**src/rtl/lsu_mem_ctrl.sv**
```systemverilog
// rtl/lsu_mem_ctrl.sv - load/store front end between CPU memory stage and a synchronous-read data RAM
module lsu_mem_ctrl #(
    parameter int MEM_AW     = 10,
    parameter int RD_LAT     = 1,
    parameter int MISAL_TRAP = 1
) (
    input  logic              clk,
    input  logic              rst,
    input  logic              req_valid,
    output logic              req_ready,
    input  logic [31:0]       req_addr,
    input  logic [31:0]       req_wdata,
    input  logic [1:0]        req_size,
    input  logic              req_unsigned,
    input  logic              req_we,
    output logic              rsp_valid,
    input  logic              rsp_ready,
    output logic [31:0]       rsp_rdata,
    output logic              rsp_err,
    output logic              mem_en,
    output logic [3:0]        mem_we,
    output logic [MEM_AW-1:0] mem_addr,
    output logic [31:0]       mem_wdata,
    input  logic [31:0]       mem_rdata
);
    typedef enum logic [1:0] {S_IDLE, S_ACCESS, S_WAIT, S_RESP} state_t;

    localparam logic [1:0] LAST_CNT = 2'(RD_LAT - 1);

    state_t            state_q, state_d;
    logic [1:0]        cnt_q, cnt_d;
    logic [MEM_AW-1:0] addr_q, addr_d;
    logic [31:0]       wdata_q, wdata_d;
    logic [3:0]        be_q, be_d;
    logic              we_q, we_d;
    logic [1:0]        off_q, off_d;
    logic [1:0]        size_q, size_d;
    logic              uns_q, uns_d;
    logic [31:0]       rdata_q, rdata_d;
    logic              err_q, err_d;

    logic [1:0]  off_al;
    logic        misal;
    logic        req_err;
    logic [3:0]  be_in;
    logic [31:0] wd_in;
    logic [31:0] rd_b_sh;
    logic [31:0] rd_h_sh;
    logic [31:0] load_ext;
    logic        unused_addr_bits;

    assign unused_addr_bits = ^req_addr[31:MEM_AW+2];

    // Request decode: alignment check, lane enables and lane-shifted store data
    always_comb begin
        misal   = ((req_size == 2'b01) && req_addr[0]) ||
                  ((req_size == 2'b10) && (req_addr[1:0] != 2'b00));
        req_err = (req_size == 2'b11) || ((MISAL_TRAP != 0) && misal);
        off_al  = req_addr[1:0];
        be_in   = 4'b0000;
        wd_in   = 32'h0;
        case (req_size)
            2'b00: begin
                be_in = 4'b0001 << off_al;
                wd_in = {24'h0, req_wdata[7:0]} << {off_al, 3'b000};
            end
            2'b01: begin
                off_al = {req_addr[1], 1'b0};
                be_in  = 4'b0011 << {off_al[1], 1'b0};
                wd_in  = {16'h0, req_wdata[15:0]} << {off_al[1], 4'b0000};
            end
            2'b10: begin
                off_al = 2'b00;
                be_in  = 4'b1111;
                wd_in  = req_wdata;
            end
            default: begin
                be_in = 4'b0000;
                wd_in = 32'h0;
            end
        endcase
    end

    always_comb begin
        rd_b_sh  = mem_rdata >> {off_q, 3'b000};
        rd_h_sh  = mem_rdata >> {off_q[1], 4'b0000};
        load_ext = mem_rdata;
        case (size_q)
            2'b00:   load_ext = uns_q ? {24'h0, rd_b_sh[7:0]} : {{24{rd_b_sh[7]}}, rd_b_sh[7:0]};
            2'b01:   load_ext = uns_q ? {16'h0, rd_h_sh[15:0]} : {{16{rd_h_sh[15]}}, rd_h_sh[15:0]};
            default: load_ext = mem_rdata;
        endcase
    end

    always_comb begin
        state_d = state_q;
        cnt_d   = cnt_q;
        addr_d  = addr_q;
        wdata_d = wdata_q;
        be_d    = be_q;
        we_d    = we_q;
        off_d   = off_q;
        size_d  = size_q;
        uns_d   = uns_q;
        rdata_d = rdata_q;
        err_d   = err_q;
        case (state_q)
            S_IDLE: begin
                if (req_valid) begin
                    addr_d  = req_addr[MEM_AW+1:2];
                    off_d   = off_al;
                    size_d  = req_size;
                    uns_d   = req_unsigned;
                    we_d    = req_we;
                    be_d    = req_we ? be_in : 4'b0000;
                    wdata_d = req_we ? wd_in : 32'h0;
                    rdata_d = 32'h0;
                    err_d   = req_err;
                    cnt_d   = 2'd0;
                    state_d = req_err ? S_RESP : S_ACCESS;
                end
            end
            S_ACCESS: begin
                cnt_d   = 2'd0;
                state_d = we_q ? S_RESP : S_WAIT;
            end
            S_WAIT: begin
                // mem_rdata is valid in the last of the RD_LAT wait cycles
                if (cnt_q == LAST_CNT) begin
                    rdata_d = load_ext;
                    state_d = S_RESP;
                end else begin
                    cnt_d = cnt_q + 2'd1;
                end
            end
            S_RESP: begin
                if (rsp_ready) begin
                    state_d = S_IDLE;
                end
            end
            default: state_d = S_IDLE;
        endcase
    end

    always_ff @(posedge clk) begin
        if (rst) begin
            state_q <= S_IDLE;
            cnt_q   <= 2'd0;
            addr_q  <= '0;
            wdata_q <= 32'h0;
            be_q    <= 4'b0000;
            we_q    <= 1'b0;
            off_q   <= 2'b00;
            size_q  <= 2'b00;
            uns_q   <= 1'b0;
            rdata_q <= 32'h0;
            err_q   <= 1'b0;
        end else begin
            state_q <= state_d;
            cnt_q   <= cnt_d;
            addr_q  <= addr_d;
            wdata_q <= wdata_d;
            be_q    <= be_d;
            we_q    <= we_d;
            off_q   <= off_d;
            size_q  <= size_d;
            uns_q   <= uns_d;
            rdata_q <= rdata_d;
            err_q   <= err_d;
        end
    end

    // rst gates the RAM strobes combinationally so a store caught mid-access never lands
    assign mem_en    = (state_q == S_ACCESS) && !rst;
    assign mem_we    = (mem_en && we_q) ? be_q : 4'b0000;
    assign mem_addr  = addr_q;
    assign mem_wdata = wdata_q;
    assign req_ready = (state_q == S_IDLE) && !rst;
    assign rsp_valid = (state_q == S_RESP);
    assign rsp_rdata = rdata_q;
    assign rsp_err   = err_q;
endmodule

```
**config.mk**
```make
export PLATFORM = sky130hd
export DESIGN_NAME = lsu_mem_ctrl
export DESIGN_NICKNAME = d
export VERILOG_FILES = /design/src/rtl/lsu_mem_ctrl.sv
export SDC_FILE = /design/constraint.sdc
export NUM_CORES = 1
export LEC_CHECK = 0
export ABC_AREA = 1
export BUFFER_PORTS_ARGS = -buffer_cell sky130_fd_sc_hd__buf_4
export CAP_MARGIN = 5
export CELL_PAD_IN_SITES_DETAIL_PLACEMENT = 1
export CELL_PAD_IN_SITES_GLOBAL_PLACEMENT = 1
export CORE_ASPECT_RATIO = 1.2
export CORE_UTILIZATION = 30
export DETAILED_ROUTE_END_ITERATION = 8
export PLACE_DENSITY = 0.84
export SETUP_SLACK_MARGIN = 0.05
export SLEW_MARGIN = 15
export SYNTH_ARGS = -nofsm -noshare
export SYNTH_HDL_FRONTEND = slang
export SYNTH_SLANG_ARGS = --single-unit
```
**constraint.sdc**
```tcl
create_clock -name clk -period 2.4 [get_ports clk]
set_clock_uncertainty 0.15 [all_clocks]
set_input_delay 0.12 -clock clk [delete_from_list [all_inputs] [get_ports clk]]
set_output_delay 0.12 -clock clk [all_outputs]
set_load 0.01 [all_outputs]
```
==> flow_metrics.py, run 1 <==
metrics = {
    "grt": {
        "grt_pass1_vias": 5275,
        "grt_usage_pct": 22.03,
        "grt_max_degree": 49,
        "antenna_found_initial": 0,
        "grt_overflow": 0,
        "grt_pass1_wl_um": 26520,
    },
    "floorplanning": {
        "floorplan.io_pins": 186,
        "core_area_mm2": 0.01453,
        "placementRows": 48,
        "die_area_mm2": 0.01550,
        "fp.dieH_um": 136.2,
        "initial_utilization_pct": 30.97,
        "die_x_um": 113.8,
    },
    "sta": {
        "slew_headroom_pct": 58.87,
        "max_freq_ghz": 0.4969,
        "finalSetupViolations": 0,
        "drv_slew": 0,
        "rsz0062_at_grt": "no",
        "fin_crit_sh_pct": 83.85,
        "min_period_ns": 2.012,
        "worst_pin_slew_ns": 0.6170,
        "hold_viol": 0,
        "finalSetupTns_ns": 0,
    },
    "power_and_ir_drop": {
        "powerDensity_mw_per_mm2": 866.3,
        "ir_drop_uv": 375.0,
        "p_leak_nw": 2.917,
    },
    "placement": {
        "dpl.hpwl_um": 11540,
        "routabilityCongestion": 0.8328,
        "numPortBuffers": 165,
    },
    "synth": {
        "syn_nets": 771,
        "synthDistinctLibCells": 29,
        "netlist_instances": 655,
        "ys_ff_latch": 89,
        "syn_area_mm2": 0.004502,
        "seq_area_frac_synth_pct": 39.58,
        "yosysWarnings": 0,
        "syn_area_per_cell_um2": 6.873,
    },
    "detailed_routing": {
        "drt-vias-per-instance": 4.840,
        "vias": 5082,
        "drtIter0Drc": 215,
        "ant_nets": 0,
        "drc_errors": 0,
        "wl_um": 16730,
        "wl_per_cell_um": 15.93,
        "first_pass_iters": 4,
    },
    "clocking": {
        "cts_made_buffers": 9,
        "clk_pin_slew_worst_paths_ns": 0.07,
        "cts_tree": "done",
        "cts_setup_buffers": 0,
        "clockBufferDepth": 2,
        "cts_num_sinks": 89,
        "clk_latency_ns": 0.35,
        "cts_root_buffer": "clkbuf_16",
        "h-tree-depth": 3,
    },
    "finish": {
        "syn2layout_area_growth_pct": 48.75,
        "finalNetCount": 961,
        "layout-drive-gt1-share_pct": 28.59,
        "final_common_cell": "nand2_1",
        "n_antenna_cell": 0,
        "final_cell_mix": "nand2_1 (207), buf_4 (177), dfxtp_1 (89)",
        "fillers": 1841,
        "post-route-util_pct": 46.07,
    },
    "worst_setup_path": {
        "crit_path_max_fanout": 48,
        "cp.arrival_ns": 2.15,
        "critPathCaptureType": "flip-flop",
        "r2r_cells": 7,
        "path_class": "flip-flop to flip-flop",
        "crit_required_ns": 2.54,
        "start_kind": "flip-flop",
    },
    "hold_path": {
        "hold_depth": 4,
        "hp-class": "primary input to flip-flop",
    },
    "status": {
        "status": "complete, no violations",
    },
    "run": {
        "maxCapViolCount": 0,
    },
}
[metal layers]
metal  wire [um]  share of wire, %  global-route usage [%]  vias up
li1            -                 -                       -     2507
met1        7009                42                   24.97     2394
met3         952               5.7                   4.280       20
met5           0                 0                       0        -
met4         334               2.0                   8.802        0
met2        8430                50                   40.35      161
[logic make-up after synthesis]
group,synth area share [%]
AOI/OAI and AO/OA,16.23
adders and majority gates,3.335
buffers and inverters,7.949
DFF,39.58
and+or+nand+nor,32.91
[final timing paths]
check	from	end	slack, ns
hold / removal	mem_rdata[16]	rsp_rdata[16]$_SDFFE_PP0P_	0.007
hold reg to reg	mem_wdata[0]$_SDFFE_PP0P_	mem_wdata[0]$_SDFFE_PP0P_	0.31
setup / recovery	state_q[0]$_SDFFE_PP0P_	mem_addr[7]$_SDFFE_PP0P_	0.39
setup reg to reg	state_q[0]$_SDFFE_PP0P_	mem_addr[7]$_SDFFE_PP0P_	0.39
[Yosys cell counts]
cell type	number	area, um2
a22oi_1	1	7.510
a21oi_1	56	280.3
a22o_1	1	8.760
nand3_1	56	280.3
nor2_1	43	161.4
or2_1	1	6.260
nor2_4	1	11.26
ha_1	12	150.1
buf_2	13	65.06
nand3_4	1	17.52
nand2_1	208	780.8
nand2_2	3	18.77
buf_8	1	15.01
o211ai_1	9	67.56
or2_2	14	87.58
o21ai_0	29	145.1
buf_1	3	11.26
nand2_4	1	11.26
a21oi_2	10	87.58
nand3_2	10	100.1
a211oi_1	2	15.01
inv_2	5	18.77
o21ai_1	1	5.000
a31oi_1	17	106.4
a21o_1	1	7.510
inv_1	46	172.7
clkbuf_1	20	75.07
nor2_2	1	6.260
dfxtp_1	89	1782
[report_power, final]
part           switching [mW]  internal (mW)  leakage, nW
clock                   0.640           1.13        0.176
combinational            1.33          0.860         2.02
sequential              0.137           1.70        0.723
total                    2.11           3.69         2.92
[through the flow]
| stage | power (mW) | area [um2] | setup slack, ns | hold WS, ns | std cells |
|---|---|---|---|---|---|
| floorplan | 3.164 | 4502 | 0.6273 | 0.1367 | 655 |
| global placement | 3.970 | 5959 | 0.4485 | 0.2207 | 997 |
| detailed placement | 4.015 | 5959 | 0.3985 | 0.2345 | 997 |
| CTS | 5.846 | 6696 | 0.3702 | 0.001049 | 1050 |
| global route | 6.139 | 6696 | 0.1611 | 0.01832 | 1050 |
| finish | 5.801 | 6696 | 0.3875 | 0.006642 | 1050 |
[state kept, by name (all words and copies together), names as in the netlist]
name,count
mem_wdata,32
we_q,1
cnt_q,2
size_q,2
rsp_rdata,32
state_q,2
rsp_err,1
be_q,4
uns_q,1
off_q,2
mem_addr,10
[final cells by class]
| class | count | area, um2 | share of cell area (%) |
|---|---|---|---|
| clock buffer | 9 | 225.2 | 3.363 |
| inverter | 51 | 191.4 | 2.859 |
| clock inverter | 7 | 141.4 | 2.111 |
| multi-input combinational | 478 | 2367 | 35.35 |
| sequential | 89 | 1782 | 26.61 |
| tap | 200 | 250.2 | 3.737 |
| timing repair buffer | 216 | 1739 | 25.97 |
[worst max-delay path, cell delays in order, from the launching register on]
cell and delay, ns:
dfxtp_1 0.43, inv_1 0.11, ha_1 0.23, nand2_2 0.08, buf_4 0.17, buf_4 0.44
o21ai_0 0.18, nor2_1 0.14
[what timing repair did]
action | 4_1_cts | 5_1_grt
hold buffers | 37 | 0
gates resized for setup | 0 | 0
hold endpoints to repair | 36 | 0
(Power assumes the default switching activity.)
==> run 2: changes to the inputs <==
==> constraint.sdc (replaced) <==
create_clock -name clk -period 2.1 [get_ports clk]
set_clock_uncertainty 0.15 [all_clocks]
set_input_delay 0.105 -clock clk [delete_from_list [all_inputs] [get_ports clk]]
set_output_delay 0.105 -clock clk [all_outputs]
set_load 0.01 [all_outputs]
==> flow_metrics.py, run 2 (synthesis results as in run 1) <==
metrics = {
    "finish": {
        "final_common_cell": "nand2_1",
        "n_antenna_cell": 0,
        "fin_area_mm2": 0.006848,
        "fin_cells": 1070,
        "syn2layout_area_growth_pct": 52.11,
        "post-route-util_pct": 47.12,
        "layout-drive-gt1-share_pct": 29.31,
        "finalNetCount": 981,
        "multiInputGateArea_mm2": 0.002386,
        "fillers": 1846,
        "seq_area_mm2": 0.001782,
        "final_cell_mix": "nand2_1 (205), buf_4 (183), dfxtp_1 (89)",
    },
    "detailed_routing": {
        "first_pass_iters": 4,
        "drc_errors": 0,
        "drtIter0Drc": 249,
        "drt-vias-per-instance": 4.873,
        "ant_nets": 0,
        "vias": 5214,
        "wl_um": 17970,
        "wl_per_cell_um": 16.80,
    },
    "grt": {
        "grt_pass1_wl_um": 27890,
        "grt_pass1_vias": 5431,
        "grt_usage_pct": 23.25,
        "grt_use_met1_pct": 25.93,
        "grt_max_degree": 38,
        "grtUsageMet2_pct": 43.16,
        "antenna_found_initial": 0,
        "grt.busiest_layer": "met2",
        "met3_usage_pct": 4.815,
        "grt_overflow": 0,
    },
    "worst_setup_path": {
        "critPathTopFamily": "simple AND/OR/NAND/NOR gates",
        "cp.arrival_ns": 2.10,
        "cp_slowest_cell": "dfxtp_1",
        "startpoint": "state_q[1]$_SDFFE_PP0P_",
        "worst_path_most_repeated_cell": "inv_1",
        "critPathBufInv": 3,
        "critPathCaptureType": "flip-flop",
        "cpPeakStageDelay_ns": 0.31,
        "r2r-start": "state_q[1]$_SDFFE_PP0P_",
        "crit_required_ns": 2.24,
        "crit_chain": "inv_1, ha_1, inv_1, or2_2, nand2_2, a21oi_4, bufinv_8, nand2_1, a21oi_2",
        "crit_path_max_fanout": 16,
        "path_class": "flip-flop to flip-flop",
        "start_kind": "flip-flop",
    },
    "clocking": {
        "clk_pin_slew_worst_paths_ns": 0.07,
        "cts_num_sinks": 89,
        "clockBufferDepth": 2,
        "h-tree-depth": 3,
        "cts_root_buffer": "clkbuf_16",
        "clk_latency_ns": 0.35,
        "cts_made_buffers": 9,
        "cts_tree": "done",
    },
    "placement": {
        "place_ws_ns": -0.05620,
        "place_inst": 1004,
        "routabilityCongestion": 0.8390,
        "placed_area_mm2": 0.006012,
        "numPortBuffers": 165,
        "dpl.hpwl_um": 11830,
    },
    "sta": {
        "fin_crit_sh_pct": 93.34,
        "rsz0062_at_grt": "yes",
        "setup_ws_ns": 0.1399,
        "min_period_ns": 1.960,
        "drv_slew": 0,
        "hold_viol": 0,
        "finalSetupTns_ns": 0,
        "worst_pin_slew_ns": 0.4976,
        "finalSetupViolations": 0,
        "max_freq_ghz": 0.5102,
        "slew_headroom_pct": 66.79,
        "whs_ns": 0.004576,
    },
    "floorplanning": {
        "placementRows": 48,
        "die_area_mm2": 0.01550,
        "core_area_mm2": 0.01453,
        "die_x_um": 113.8,
        "fp.dieH_um": 136.2,
        "initial_utilization_pct": 30.97,
        "floorplan.io_pins": 186,
    },
    "run": {
        "maxCapViolCount": 0,
    },
    "power_and_ir_drop": {
        "finalPower_mw": 6.488,
        "powerDensity_mw_per_mm2": 947.5,
        "ir_drop_uv": 385.5,
        "p_leak_nw": 2.987,
    },
    "hold_path": {
        "hold_start": "req_wdata[30]",
        "hp-class": "primary input to flip-flop",
    },
    "status": {
        "status": "complete, no violations",
    },
}
[run 2: cell types whose count changed in the layout (fill, tap and decap cells not counted), sizes merged]
cell	previous run	this run
buf	179	186
bufinv	4	2
clkinv	1	2
dlygate4sd3	37	49
inv	52	54
[run 2: layer usage]
layer	wire length (um)	vias to the layer above	share of wire, %
met4	318	0	1.8
met1	7239	2474	40
met2	9390	172	52
li1	-	2548	-
met3	1026	20	5.7
met5	0	-	0
[run 2: power by group]
part | total (mW) | internal, mW | switching, mW
Sequential | 2.09 | 1.95 | 0.146
Clock | 1.70 | 0.936 | 0.760
Combinational | 2.70 | 1.06 | 1.63
[run 2: timing repair]
item,in CTS,in global routing
endpoints found under the hold margin,55,0
cloned,0,1
hold buffers,49,0
resized for setup,1,9
endpoints found under the setup margin,32,56
setup buffers,0,0
[run 2: layout make-up]
type	count	area share, %
Multi-Input combinational cell	478	34.84
Timing Repair Buffer	235	27.97
Sequential cell	89	26.02
Tap cell	200	3.654
Clock buffer	9	3.289
Inverter	51	2.997
Clock inverter	7	1.133
Timing Repair inverter	1	0.09136
[run 2: worst paths after layout]
check / slack, ns / cells after the start / endpoint
hold reg to reg: 0.32 / 2 / mem_wdata[0]$_SDFFE_PP0P_
setup / recovery: 0.14 / 9 / rsp_rdata[27]$_SDFFE_PP0P_
hold / removal: 0.005 / 5 / mem_wdata[30]$_SDFFE_PP0P_
setup reg to reg: 0.14 / 9 / rsp_rdata[27]$_SDFFE_PP0P_
[run 2: worst min-delay path: stages]
cell,delay [ns]
buf_4,0.08
nand2_1,0.04
o211ai_1,0.08
nand2_1,0.06
a21oi_1,0.11
==> run 3: changes to the inputs <==
--- a/config.mk
+++ b/config.mk
@@ -8,13 +8,12 @@
 export ABC_AREA = 1
 export BUFFER_PORTS_ARGS = -buffer_cell sky130_fd_sc_hd__buf_4
 export CAP_MARGIN = 5
-export CELL_PAD_IN_SITES_DETAIL_PLACEMENT = 1
-export CELL_PAD_IN_SITES_GLOBAL_PLACEMENT = 1
 export CORE_ASPECT_RATIO = 1.2
 export CORE_UTILIZATION = 30
 export DETAILED_ROUTE_END_ITERATION = 8
-export PLACE_DENSITY = 0.84
+export PLACE_DENSITY = 0.64
 export SETUP_SLACK_MARGIN = 0.05
+export SKIP_CTS_REPAIR_TIMING = 1
 export SLEW_MARGIN = 15
 export SYNTH_ARGS = -nofsm -noshare
 export SYNTH_HDL_FRONTEND = slang
==> flow_metrics.py, run 3 (synthesis results as in run 1) <==
metrics = {
    "placement": {
        "routabilityCongestion": 0.8141,
        "dpl.hpwl_um": 10450,
        "numPortBuffers": 165,
        "place_ws_ns": 0.02603,
    },
    "worst_setup_path": {
        "cp.arrival_ns": 2.00,
        "start_kind": "flip-flop",
        "cpPeakStageDelay_ns": 0.32,
        "critPathCaptureType": "flip-flop",
        "crit_required_ns": 2.19,
        "path_class": "flip-flop to flip-flop",
        "r2r-start": "state_q[1]$_SDFFE_PP0P_",
        "crit_path_max_fanout": 16,
        "crit_chain": "buf_4, ha_1, inv_2, or2_1, nand2_1, a21oi_2, bufinv_8, nand2_1, a21oi_2",
        "r2r_slack_ns": 0.19,
        "r2r_cells": 9,
        "r2r-end": "rsp_rdata[28]$_SDFFE_PP0P_",
        "cp_slowest_cell": "dfxtp_1",
    },
    "sta": {
        "max_freq_ghz": 0.5242,
        "finalSetupTns_ns": 0,
        "worst_pin_slew_ns": 0.4545,
        "rsz0062_at_grt": "no",
        "slew_headroom_pct": 69.66,
        "drv_slew": 0,
        "min_period_ns": 1.908,
        "finalSetupViolations": 0,
        "setup_ws_ns": 0.1924,
        "fin_crit_sh_pct": 90.84,
        "hold_viol": 19,
        "whs_ns": -0.02287,
    },
    "power_and_ir_drop": {
        "p_sw_share_pct": 37.19,
        "clockPowerShare_pct": 26.7,
        "p_leak_nw": 2.916,
        "pwr-share-comb_pct": 40.2,
        "seqPwrFrac_pct": 33.1,
        "ir_drop_uv": 299.9,
        "p_int_mw": 3.968,
        "power.switching_mw": 2.350,
        "powerDensity_mw_per_mm2": 948.1,
    },
    "floorplanning": {
        "core_area_mm2": 0.01453,
        "initial_utilization_pct": 30.97,
        "fp.dieH_um": 136.2,
        "die_x_um": 113.8,
        "die_area_mm2": 0.01550,
        "floorplan.io_pins": 186,
        "placementRows": 48,
    },
    "detailed_routing": {
        "vias": 4998,
        "wl_um": 15090,
        "routed.top_layer": "met4",
        "first_pass_iters": 5,
        "drt-vias-per-instance": 4.746,
        "drc_errors": 0,
        "met3_length_um": 1237,
        "wl_per_cell_um": 14.33,
        "wl_met1_um": 6248,
        "dr_wl_met2_um": 7313,
        "ant_nets": 0,
        "drtIter0Drc": 344,
    },
    "run": {
        "maxCapViolCount": 0,
    },
    "clocking": {
        "cts_num_sinks": 89,
        "h-tree-depth": 3,
        "cts_made_buffers": 9,
        "clk_latency_ns": 0.35,
        "cts_tree": "done",
        "clockBufferDepth": 2,
        "clk_pin_slew_worst_paths_ns": 0.07,
        "cts_root_buffer": "clkbuf_16",
    },
    "finish": {
        "layout-drive-gt1-share_pct": 29.31,
        "n_antenna_cell": 0,
        "final_common_cell": "nand2_1",
        "syn2layout_area_growth_pct": 48.03,
        "finalNetCount": 964,
        "final_cell_mix": "nand2_1 (207), buf_4 (184), dfxtp_1 (89)",
        "post-route-util_pct": 45.85,
    },
    "hold_path": {
        "hold_start": "mem_rdata[11]",
        "hold_depth": 5,
        "holdPathEnd": "rsp_rdata[11]$_SDFFE_PP0P_",
        "hp-class": "primary input to flip-flop",
    },
    "grt": {
        "grt_overflow": 0,
        "antenna_found_initial": 0,
        "grt_pass1_wl_um": 22830,
        "grt_pass1_vias": 4530,
        "grt_usage_pct": 18.90,
        "grt_max_degree": 40,
    },
    "status": {
        "violations": "hold timing",
        "status": "complete, but fails checks",
    },
}
[run 3: cell count changes in the layout (fill, tap and decap cells not counted), moves of 2 or more]
cell           delta
clkbuf_1          +2
clkbuf_8          +2
nand2_2           -2
nand2_1           +2
inv_6             -2
dlygate4sd3_1    -17
[run 3: final cells by class]
class	instances	area [um2]
timing repair buffer	218	1742
inverter	51	205.2
fill	1514	7870
timing repair inverter	1	6.256
sequential	89	1782
tap	200	250.2
clock inverter	3	47.55
multi-input combinational	478	2371
clock buffer	13	260.3
[run 3: worst max path at each step]
stage	endpoint	slack, ns	depth (start not counted)	startpoint
floorplan	rsp_rdata[25]$_SDFFE_PP0P_	0.33	9	state_q[0]$_SDFFE_PP0P_
global placement	rsp_rdata[26]$_SDFFE_PP0P_	0.05	9	state_q[0]$_SDFFE_PP0P_
detailed placement	rsp_rdata[28]$_SDFFE_PP0P_	0.03	9	state_q[0]$_SDFFE_PP0P_
CTS	rsp_rdata[28]$_SDFFE_PP0P_	0.01	9	state_q[0]$_SDFFE_PP0P_
global route	rsp_rdata[8]$_SDFFE_PP0P_	0.04	9	state_q[0]$_SDFFE_PP0P_
finish	rsp_rdata[28]$_SDFFE_PP0P_	0.19	9	state_q[1]$_SDFFE_PP0P_
[run 3: power by group through the flow]
stage | combinational (mW) | clock [mW] | sequential [mW]
floorplan | 1.41 | 0 | 2.21
global placement | 2.40 | 0 | 2.12
detailed placement | 2.41 | 0 | 2.13
CTS | 2.42 | 1.73 | 2.09
global route | 2.82 | 1.79 | 2.12
finish | 2.54 | 1.69 | 2.09
[run 3: per-stage QoR]
| stage | cells | cell area, um2 | power, mW |
|---|---|---|---|
| floorplan | 655 | 4502 | 3.617 |
| global placement | 1004 | 6012 | 4.516 |
| detailed placement | 1004 | 6012 | 4.536 |
| CTS | 1020 | 6320 | 6.235 |
| global route | 1053 | 6664 | 6.731 |
| finish | 1053 | 6664 | 6.318 |
[run 3: critical path, delay by kind of cell, from the launching register on]
family	cells	cell delay (ns)
AOI/OAI and AO/OA	2	0.32
adders and majority gates	1	0.19
buffers and inverters	3	0.51
DFF	1	0.32
and+or+nand+nor	3	0.29
[run 3: per-layer routing]
metal	vias up	GRT usage (%)
li1	2511	-
met3	20	5.796
met1	2258	22.50
met5	-	0
met2	209	31.88
met4	0	7.071
